**config.mk**
```make
export PLATFORM = sky130hd
export DESIGN_NAME = uart_receiver
export DESIGN_NICKNAME = d
export VERILOG_FILES = /design/src/rtl/uart_pkg.sv /design/src/rtl/uart_rx_sampler.sv /design/src/rtl/uart_receiver.sv
export SDC_FILE = /design/constraint.sdc
export NUM_CORES = 1
export LEC_CHECK = 0
export ABC_AREA = 1
export CELL_PAD_IN_SITES_DETAIL_PLACEMENT = 0
export CELL_PAD_IN_SITES_GLOBAL_PLACEMENT = 1
export CORE_MARGIN = 5
export CORE_UTILIZATION = 25
export DETAILED_ROUTE_END_ITERATION = 7
export PLACE_DENSITY_LB_ADDON = 0.1
export SLEW_MARGIN = 10
export SYNTH_ARGS = -nofsm -noshare
export SYNTH_HDL_FRONTEND = slang
export SYNTH_SLANG_ARGS = --single-unit
```
**constraint.sdc**
```tcl
create_clock -name clk -period 1.6 [get_ports clk]
set_input_delay 0.16 -clock clk [delete_from_list [all_inputs] [get_ports clk]]
set_output_delay 0.16 -clock clk [all_outputs]
set_load 0.02 [all_outputs]
```
**src/rtl/uart_pkg.sv**
```systemverilog
// Shared UART receive types, constants and small bit-level helper functions.
package uart_pkg;

    typedef enum logic [2:0] {
        IDLE   = 3'd0,
        START  = 3'd1,
        DATA   = 3'd2,
        PARITY = 3'd3,
        STOP   = 3'd4
    } uart_rx_state_e;

    localparam int   UART_MAX_BITS = 8;
    localparam logic PAR_EVEN      = 1'b0;
    localparam logic PAR_ODD       = 1'b1;

    // Frame lengths outside 1..8 fall back to a full byte.
    function automatic logic [3:0] eff_len(input logic [3:0] len);
        if (len == 4'd0 || len > 4'(UART_MAX_BITS))
            return 4'(UART_MAX_BITS);
        else
            return len;
    endfunction

    function automatic logic parity_expect(input logic acc, input logic ptype);
        case (ptype)
            PAR_EVEN: return acc;
            PAR_ODD:  return ~acc;
            default:  return acc;
        endcase
    endfunction

    function automatic logic maj3(input logic a, input logic b, input logic c);
        return (a & b) | (a & c) | (b & c);
    endfunction

endpackage

```
**src/rtl/uart_rx_sampler.sv**
```systemverilog
// rx synchronizer and mid-bit sample picker; UART_RX_MAJORITY_EN selects a 2-of-3
// vote over ticks mid-1..mid+1 (decided at mid+1) instead of a single mid sample.
module uart_rx_sampler #(
    parameter int OVERSAMPLE = 16,
    parameter int CW         = $clog2(OVERSAMPLE)
) (
    input  logic          clk,
    input  logic          reset,
    input  logic          rx,
    input  logic          rx_tick,
    input  logic [CW-1:0] tick_cnt,
    output logic          rxs,
    output logic          sample,
    output logic          sample_valid
);
    import uart_pkg::*;

    logic [1:0] sync_r;

    // Two-flop synchronizer, reset to the idle-high line level
    always_ff @(posedge clk) begin
        if (reset)
            sync_r <= 2'b11;
        else
            sync_r <= {sync_r[0], rx};
    end

    assign rxs = sync_r[1];

`ifdef UART_RX_MAJORITY_EN
    logic [1:0] hist_r;

    // History of rxs at the two previous ticks for the vote
    always_ff @(posedge clk) begin
        if (reset)
            hist_r <= 2'b11;
        else if (rx_tick)
            hist_r <= {hist_r[0], rxs};
        else
            hist_r <= hist_r;
    end

    assign sample       = maj3(hist_r[1], hist_r[0], rxs);
    assign sample_valid = rx_tick && (tick_cnt == CW'(OVERSAMPLE / 2));
`else
    assign sample       = rxs;
    assign sample_valid = rx_tick && (tick_cnt == CW'(OVERSAMPLE / 2 - 1));
`endif

endmodule

```
**src/rtl/uart_receiver.sv**
```systemverilog
// UART receive stage: start/data/parity/stop recovery from an oversampled line.
// Optional majority sampling is enabled by defining UART_RX_MAJORITY_EN.
module uart_receiver #(
    parameter int OVERSAMPLE = 16
) (
    input  logic       clk,
    input  logic       reset,
    input  logic       rx_tick,
    input  logic       rx,
    input  logic [3:0] frame_length,
    input  logic       parity_en,
    input  logic       parity_type,
    input  logic       stop2,
    output logic [7:0] rx_dout,
    output logic       rx_done,
    output logic       parity_err,
    output logic       frame_err
);
    import uart_pkg::*;

    localparam int            CW       = $clog2(OVERSAMPLE);
    localparam logic [CW-1:0] TICK_MAX = CW'(OVERSAMPLE - 1);

    uart_rx_state_e state_r;
    logic [CW-1:0]  tick_cnt_r;
    logic [3:0]     bit_cnt_r;
    logic [3:0]     len_r;
    logic           par_en_r;
    logic           par_type_r;
    logic           stop2_r;
    logic           stop_cnt_r;
    logic [7:0]     shreg_r;
    logic           par_acc_r;
    logic           par_bad_r;
    logic           fe_acc_r;
    logic           armed_r;
    logic [7:0]     rx_dout_r;
    logic           rx_done_r;
    logic           parity_err_r;
    logic           frame_err_r;

    logic rxs_s;
    logic sample_s;
    logic sample_valid_s;
    logic stop_fe_s;

    uart_rx_sampler #(.OVERSAMPLE(OVERSAMPLE), .CW(CW)) u_sampler (
        .clk          (clk),
        .reset        (reset),
        .rx           (rx),
        .rx_tick      (rx_tick),
        .tick_cnt     (tick_cnt_r),
        .rxs          (rxs_s),
        .sample       (sample_s),
        .sample_valid (sample_valid_s)
    );

    assign stop_fe_s = fe_acc_r | ~sample_s;

    // Receive FSM, bit-phase counters, datapath and output registers
    always_ff @(posedge clk) begin
        if (reset) begin
            state_r      <= IDLE;
            tick_cnt_r   <= {CW{1'b0}};
            bit_cnt_r    <= 4'd0;
            len_r        <= 4'd0;
            par_en_r     <= 1'b0;
            par_type_r   <= 1'b0;
            stop2_r      <= 1'b0;
            stop_cnt_r   <= 1'b0;
            shreg_r      <= 8'h00;
            par_acc_r    <= 1'b0;
            par_bad_r    <= 1'b0;
            fe_acc_r     <= 1'b0;
            armed_r      <= 1'b0;
            rx_dout_r    <= 8'h00;
            rx_done_r    <= 1'b0;
            parity_err_r <= 1'b0;
            frame_err_r  <= 1'b0;
        end else begin
            rx_done_r <= 1'b0;
            if (rx_tick) begin
                // Phase counter is held at zero while idle so the start edge sets bit phase
                if (state_r == IDLE || tick_cnt_r == TICK_MAX)
                    tick_cnt_r <= {CW{1'b0}};
                else
                    tick_cnt_r <= tick_cnt_r + CW'(1);

                case (state_r)
                    IDLE: begin
                        if (rxs_s)
                            armed_r <= 1'b1;
                        else if (armed_r)
                            state_r <= START;
                    end
                    START: begin
                        if (sample_valid_s) begin
                            if (!sample_s) begin
                                state_r    <= DATA;
                                len_r      <= eff_len(frame_length);
                                par_en_r   <= parity_en;
                                par_type_r <= parity_type;
                                stop2_r    <= stop2;
                                bit_cnt_r  <= 4'd0;
                                stop_cnt_r <= 1'b0;
                                shreg_r    <= 8'h00;
                                par_acc_r  <= 1'b0;
                                par_bad_r  <= 1'b0;
                                fe_acc_r   <= 1'b0;
                            end else begin
                                state_r <= IDLE;
                            end
                        end
                    end
                    DATA: begin
                        if (sample_valid_s) begin
                            shreg_r   <= {sample_s, shreg_r[7:1]};
                            par_acc_r <= par_acc_r ^ sample_s;
                            bit_cnt_r <= bit_cnt_r + 4'd1;
                            if (bit_cnt_r == len_r - 4'd1)
                                state_r <= par_en_r ? PARITY : STOP;
                        end
                    end
                    PARITY: begin
                        if (sample_valid_s) begin
                            par_bad_r <= (sample_s != parity_expect(par_acc_r, par_type_r));
                            state_r   <= STOP;
                        end
                    end
                    STOP: begin
                        if (sample_valid_s) begin
                            if (stop2_r && !stop_cnt_r) begin
                                stop_cnt_r <= 1'b1;
                                fe_acc_r   <= stop_fe_s;
                            end else begin
                                rx_dout_r    <= shreg_r >> (4'd8 - len_r);
                                parity_err_r <= par_en_r & par_bad_r;
                                frame_err_r  <= stop_fe_s;
                                rx_done_r    <= 1'b1;
                                state_r      <= IDLE;
                                // A low line at a framing error is a break: wait for idle before re-arming
                                if (stop_fe_s && !rxs_s)
                                    armed_r <= 1'b0;
                            end
                        end
                    end
                    default: state_r <= IDLE;
                endcase
            end
        end
    end

    assign rx_dout    = rx_dout_r;
    assign rx_done    = rx_done_r;
    assign parity_err = parity_err_r;
    assign frame_err  = frame_err_r;

endmodule
```
# Yosys cells after proc, flatten, opt, wreduce, memory -nomap -nowiden
# Index checks and enable logic that the tools add are counted.
[word_totals]
ff_bits = 44
in_bits = 11
output_inout_bits = 11
elab_cells = 119
[classes]
addsub = 4
order_cmp = 1
eq_ne = 20
shifts = 1
muxes = 44
n_bitwise = 10
reduce_logical = 21
[ops]
columns = ["op", "n"]
rows = [
  ["3-bit 2-to-1 mux", 9],
  ["8-bit 2-to-1 mux", 3],
  ["2-bit inequality test (second input constant)", 11],
  ["4-bit 2-to-1 mux", 5],
  ["1-bit 2-to-1 mux", 17],
  ["8-bit case mux with 2 select lines", 1],
  ["3-bit case mux with 5 select lines", 1],
  ["1-bit case mux with 2 select lines", 6],
  ["6-bit AND reduction", 2],
  ["5-bit AND reduction", 2],
  ["9-bit AND reduction", 1],
  ["4-bit by 1-bit adder with 4-bit output (second input constant)", 2],
  ["4-bit case mux with 2 select lines", 1],
  ["4-bit AND reduction", 2],
  ["2-bit nonzero test", 4],
  ["8-bit by 4-bit >> shifter with 8-bit output", 1],
  ["1-bit inverter", 7],
  ["3-bit by 2-bit equality test with 1-bit output (second input constant)", 2],
  ["4-bit by 3-bit equality test with 1-bit output (second input constant)", 1],
  ["4-bit equality test", 1],
  ["4-bit equality test (second input constant)", 1],
  ["4-bit > comparator (second input constant)", 1],
  ["4-bit zero test", 1],
  ["4-bit OR reduction", 1],
  ["14 further kinds", 18],
]

# Logic depth before layout (Yosys ltp)
[depth]
ltp_word = 9
ltp_mapped = 14
depth_no_buf = 12

# Cells and area by module
# Synthesis repeated with hierarchy kept, for this count alone.
[unflattened]
hier_cells = 317
hier_area_um2 = 2249.7
[by_module_without_submodules]
columns = ["module", "instances", "cells_per_inst", "area_per_inst_um2", "seq_area_each_um2"]
rows = [
  ["uart_receiver", 1, 308, 2173.3, 840.8],
  ["uart_rx_sampler", 1, 9, 76.3, 40.0],
]

# Worst setup path after synthesis
# Ideal clock, no wire load.
[synth_timing]
kind = "reg2reg"
from = "register len_r[0]"
to = "register rx_dout_r[1] (netlist: rx_dout[1])"
setup_ns = 0.132
arrival_time_ns = 1.666
required_time_ns = 1.468
slack_ns = -0.199
stages_incl_launch_ff = 11
n_path_buf = 3
period_less_slack_ns = 1.799
cell_sequence = "dfxtp_1 buf_4 inv_2 buf_4 ha_1 clkbuf_1 inv_1 o211ai_1 nand2_1 nand2_1 a21oi_1"
[synth_via]
elab_chain_len = 2
[synth_rtl]
columns = ["item", "line_no", "source"]
rows = [
  ["from (decl)", "uart_receiver.sv:27", "logic [3:0] len_r;"],
  ["from (signal assigned)", "uart_receiver.sv:100", "len_r <= eff_len(frame_length);"],
  ["4-bit subtractor", "uart_receiver.sv:136", "rx_dout_r <= shreg_r >> (4'd8 - len_r);"],
  ["8-bit by 4-bit >> shifter with 8-bit output", "uart_receiver.sv:136", ""],
  ["to (signal assigned)", "uart_receiver.sv:136", ""],
  ["to (decl)", "uart_receiver.sv:37", "logic [7:0] rx_dout_r;"],
]
# No other way between the ends.
# A chain may end at the register's enable or synchronous reset.

# Worst setup path after layout
[layout_timing]
from = "register len_r[1]"
to = "register state_r[2]"
[layout_via]
elab_chain_len = 4
[layout_rtl]
columns = ["item", "line_no", "source"]
rows = [
  ["4-bit by 1-bit subtractor with 4-bit output", "uart_receiver.sv:120", "if (bit_cnt_r == len_r - 4'd1)"],
  ["4-bit equality test", "uart_receiver.sv:120", ""],
  ["2-bit inequality test (no line)", "-", ""],
  ["9-bit AND reduction (no line)", "-", ""],
  ["to (signal assigned)", "uart_receiver.sv:121", "state_r <= par_en_r ? PARITY : STOP;"],
  ["to (decl)", "uart_receiver.sv:24", "uart_rx_state_e state_r;"],
]
# No other way between the ends.

==> flow_metrics.env <==
export IMPL_final_cells=473
export IMPL_powerDensity_mw_per_mm2=909
export IMPL_start_util_pct=25.7
export IMPL_synth_warnings=0
export IMPL_critPathKind="flop to flop"
export IMPL_arrival_ns=1.65
export IMPL_synth_area_mm2=0.00224
export IMPL_grtUsageMet2_pct=16.3
export IMPL_ant_nets=0
export IMPL_numCtsBuffers=5
export IMPL_fmax_mhz=688
export IMPL_die_area_mm2=0.0110
export IMPL_grt_busiest_layer="met2"
export IMPL_synth_largest_area_cell="dfxtp_1"
export IMPL_tightest_slew_ns=0.237
export IMPL_finClkSkew_ns=0.0111
export IMPL_hold_viol_final=0
export IMPL_path_clk_slew_ns=0.09
export IMPL_dpl_cell_area_mm2=0.00273
export IMPL_end_kind="flop"
export IMPL_area_delta_synth_final_pct=31.5
export IMPL_routabilityCongestion=0.775
export IMPL_path_cells="inv_2 > ha_4 > nand2_2 > inv_2 > nor2_2 > nand2_1 > nor2_2 > nand3_2 > nand2_4 > nand3_1 > nand2_1 > nor2_1"
export IMPL_cts_buffer_depth=2
export IMPL_post_route_period_util_pct=90.9
export IMPL_power_mw=2.68
export IMPL_ir_worst_vdd_uv=464
export IMPL_clock_latency_ns=0.30
export IMPL_syn_inst=323
export IMPL_whs_ns=0.414
export IMPL_coreArea_mm2=0.00872
export IMPL_fillers=967
export IMPL_path_delay_family="simple AND/OR/NAND/NOR gates"
export IMPL_min_period_ns=1.45
export IMPL_slowest_stage="dfxtp_2"
export IMPL_ys_top_cells_by_area="dfxtp_1 (39%), nand2_1 (16%), a21oi_1 (7.8%)"
export IMPL_dr_total_vias=2036
export IMPL_relSlewSlack_pct=84.0
export IMPL_slew_violations=0
export IMPL_finalWorstSetupSlack_ns=0.146
export IMPL_use_met3_pct=2.47
export IMPL_root_buffer="clkbuf_8"
export IMPL_hp_class="flop to flop"
export IMPL_p_leak_nw=1.21
export IMPL_fin_nets=379
export IMPL_status="complete, no violations"
export IMPL_cp_required_ns=1.80
export IMPL_cap_violations=0
export IMPL_wl_per_cell_um=11.8
export IMPL_postLayoutCellArea_mm2=0.00295
export IMPL_grt_use_met1_pct=15.1
export IMPL_portBuffers=21
export IMPL_viasPerCell=4.30
export IMPL_fin_util_pct=33.8
export IMPL_grt_start_max_net_pins=29
export IMPL_drc=0
export IMPL_grt_pass1_vias=1988
export IMPL_cpPeakStageDelay_ns=0.34
export IMPL_seq_area_frac_synth_pct=39.3
export IMPL_grt_ovfl_total=0
export IMPL_die_y_um=105
export IMPL_yosysTopAreaCellShare_pct=39.3
export IMPL_ys_types=32
export IMPL_io_pins=22
export IMPL_htree_levels=2
export IMPL_drt_iter0_drc=84
export IMPL_die_x_um=105
export IMPL_synth_net_count=338
export IMPL_rows=34
export IMPL_antenna_found_initial=0
export IMPL_dr_pass1_iters=4
export IMPL_grt_pass1_wl_um=9710
export IMPL_cts_tree="yes"
export IMPL_fin_setup_tns_ns=0
export IMPL_totalWireLength_um=5590
export IMPL_start_kind="flop"
export IMPL_drive_above_1_share_pct=23.3
export IMPL_grt_use_total_pct=10.8
export IMPL_setup_violations=0
export IMPL_diodes=0
export IMPL_dpl_cell_count=463
export IMPL_cp_num_buf_inv=2
export IMPL_hpwl_um=4340
export IMPL_synth_avg_cell_area_um2=6.95
export IMPL_cp_max_fo=5
export IMPL_ys_ff_latch=44
export IMPL_clock_sinks=44
export IMPL_dp_slack_ns=-0.0940
[flip-flops by register name, indices dropped and copies added, names as in the netlist, 2 cells and up]
signal            count
bit_cnt_r             4
len_r                 4
tick_cnt_r            4
rx_dout               8
state_r               3
u_sampler.sync_r      2
shreg_r               8
[Yosys cell counts (all sizes together)]
master / n
a211oi: 2
a21oi: 36
buf: 5
clkbuf: 5
clkinv: 1
dfxtp: 44
ha: 4
inv: 33
mux2i: 1
nand2: 98
nand3: 21
nand3b: 1
nand4: 4
nor2: 31
nor3: 3
o211ai: 2
o21ai: 20
or2: 7
xor2: 5
[layer usage]
layer,part of all wire (%),vias to the layer above
met4,1.0,0
met5,0,-
met1,51,877
met3,4.3,4
li1,-,1120
met2,43,35
[power breakdown]
part | leakage, nW | switching [mW] | internal, mW
registers | 0.359 | 0.0579 | 1.15
clock network | 0.0614 | 0.400 | 0.511
logic | 0.788 | 0.338 | 0.219
[cells in the final DEF, fill, tap and decap left out, types with 4 or more instances in the layout]
cell type        Yosys  layout
nand3_1             21      19
dfxtp_2              0       7
inv_2                6      10
nand2_2              3       5
nor2_1              23      21
clkbuf_8             0       6
or2_2                6       6
nor2_4               3       6
o21ai_0             18      18
buf_4                2      21
nor2_2               5       4
xor2_1               5       4
a21oi_1             35      33
nand2_1             94      91
inv_1               26      21
clkdlybuf4s50_1      0      21
dfxtp_1             44      37
[layout make-up]
type	instances	area, µm²	area share, %
Timing Repair Buffer	44	408	13.8
Multi-Input combinational cell	235	1260	42.7
Clock buffer	6	82.6	2.80
Tap cell	108	135	4.58
Clock inverter	2	38.8	1.31
Inverter	34	135	4.58
Sequential cell	44	890	30.2
[kinds of logic after synthesis]
logic type / count (synthesis) / share of synthesized area (%)
AO/OA/AOI/OAI: 60 / 14.7
XOR/XNOR: 5 / 1.95
adder cells (fa/ha/maj): 4 / 2.23
buffers and inverters: 44 / 8.59
flip-flops: 44 / 39.3
multiplexers: 1 / 0.446
AND/OR/NAND/NOR: 165 / 32.9
[repair_timing]
item	4_1_cts	5_1_grt
resized for setup	1	27
setup buffers	0	2
endpoints found under the setup margin	1	29
hold buffers	0	0
pin swaps	0	9
[worst paths after layout]
kind,from,endpoint,slack (ns),cells past startpoint
setup / recovery,len_r[1],state_r[2],0.15,12
hold / removal,u_sampler.sync_r[0],u_sampler.sync_r[1],0.41,1
setup reg to reg,len_r[1],state_r[2],0.15,12
hold reg to reg,u_sampler.sync_r[0],u_sampler.sync_r[1],0.41,1
Power figures use the tool's default switching activity.
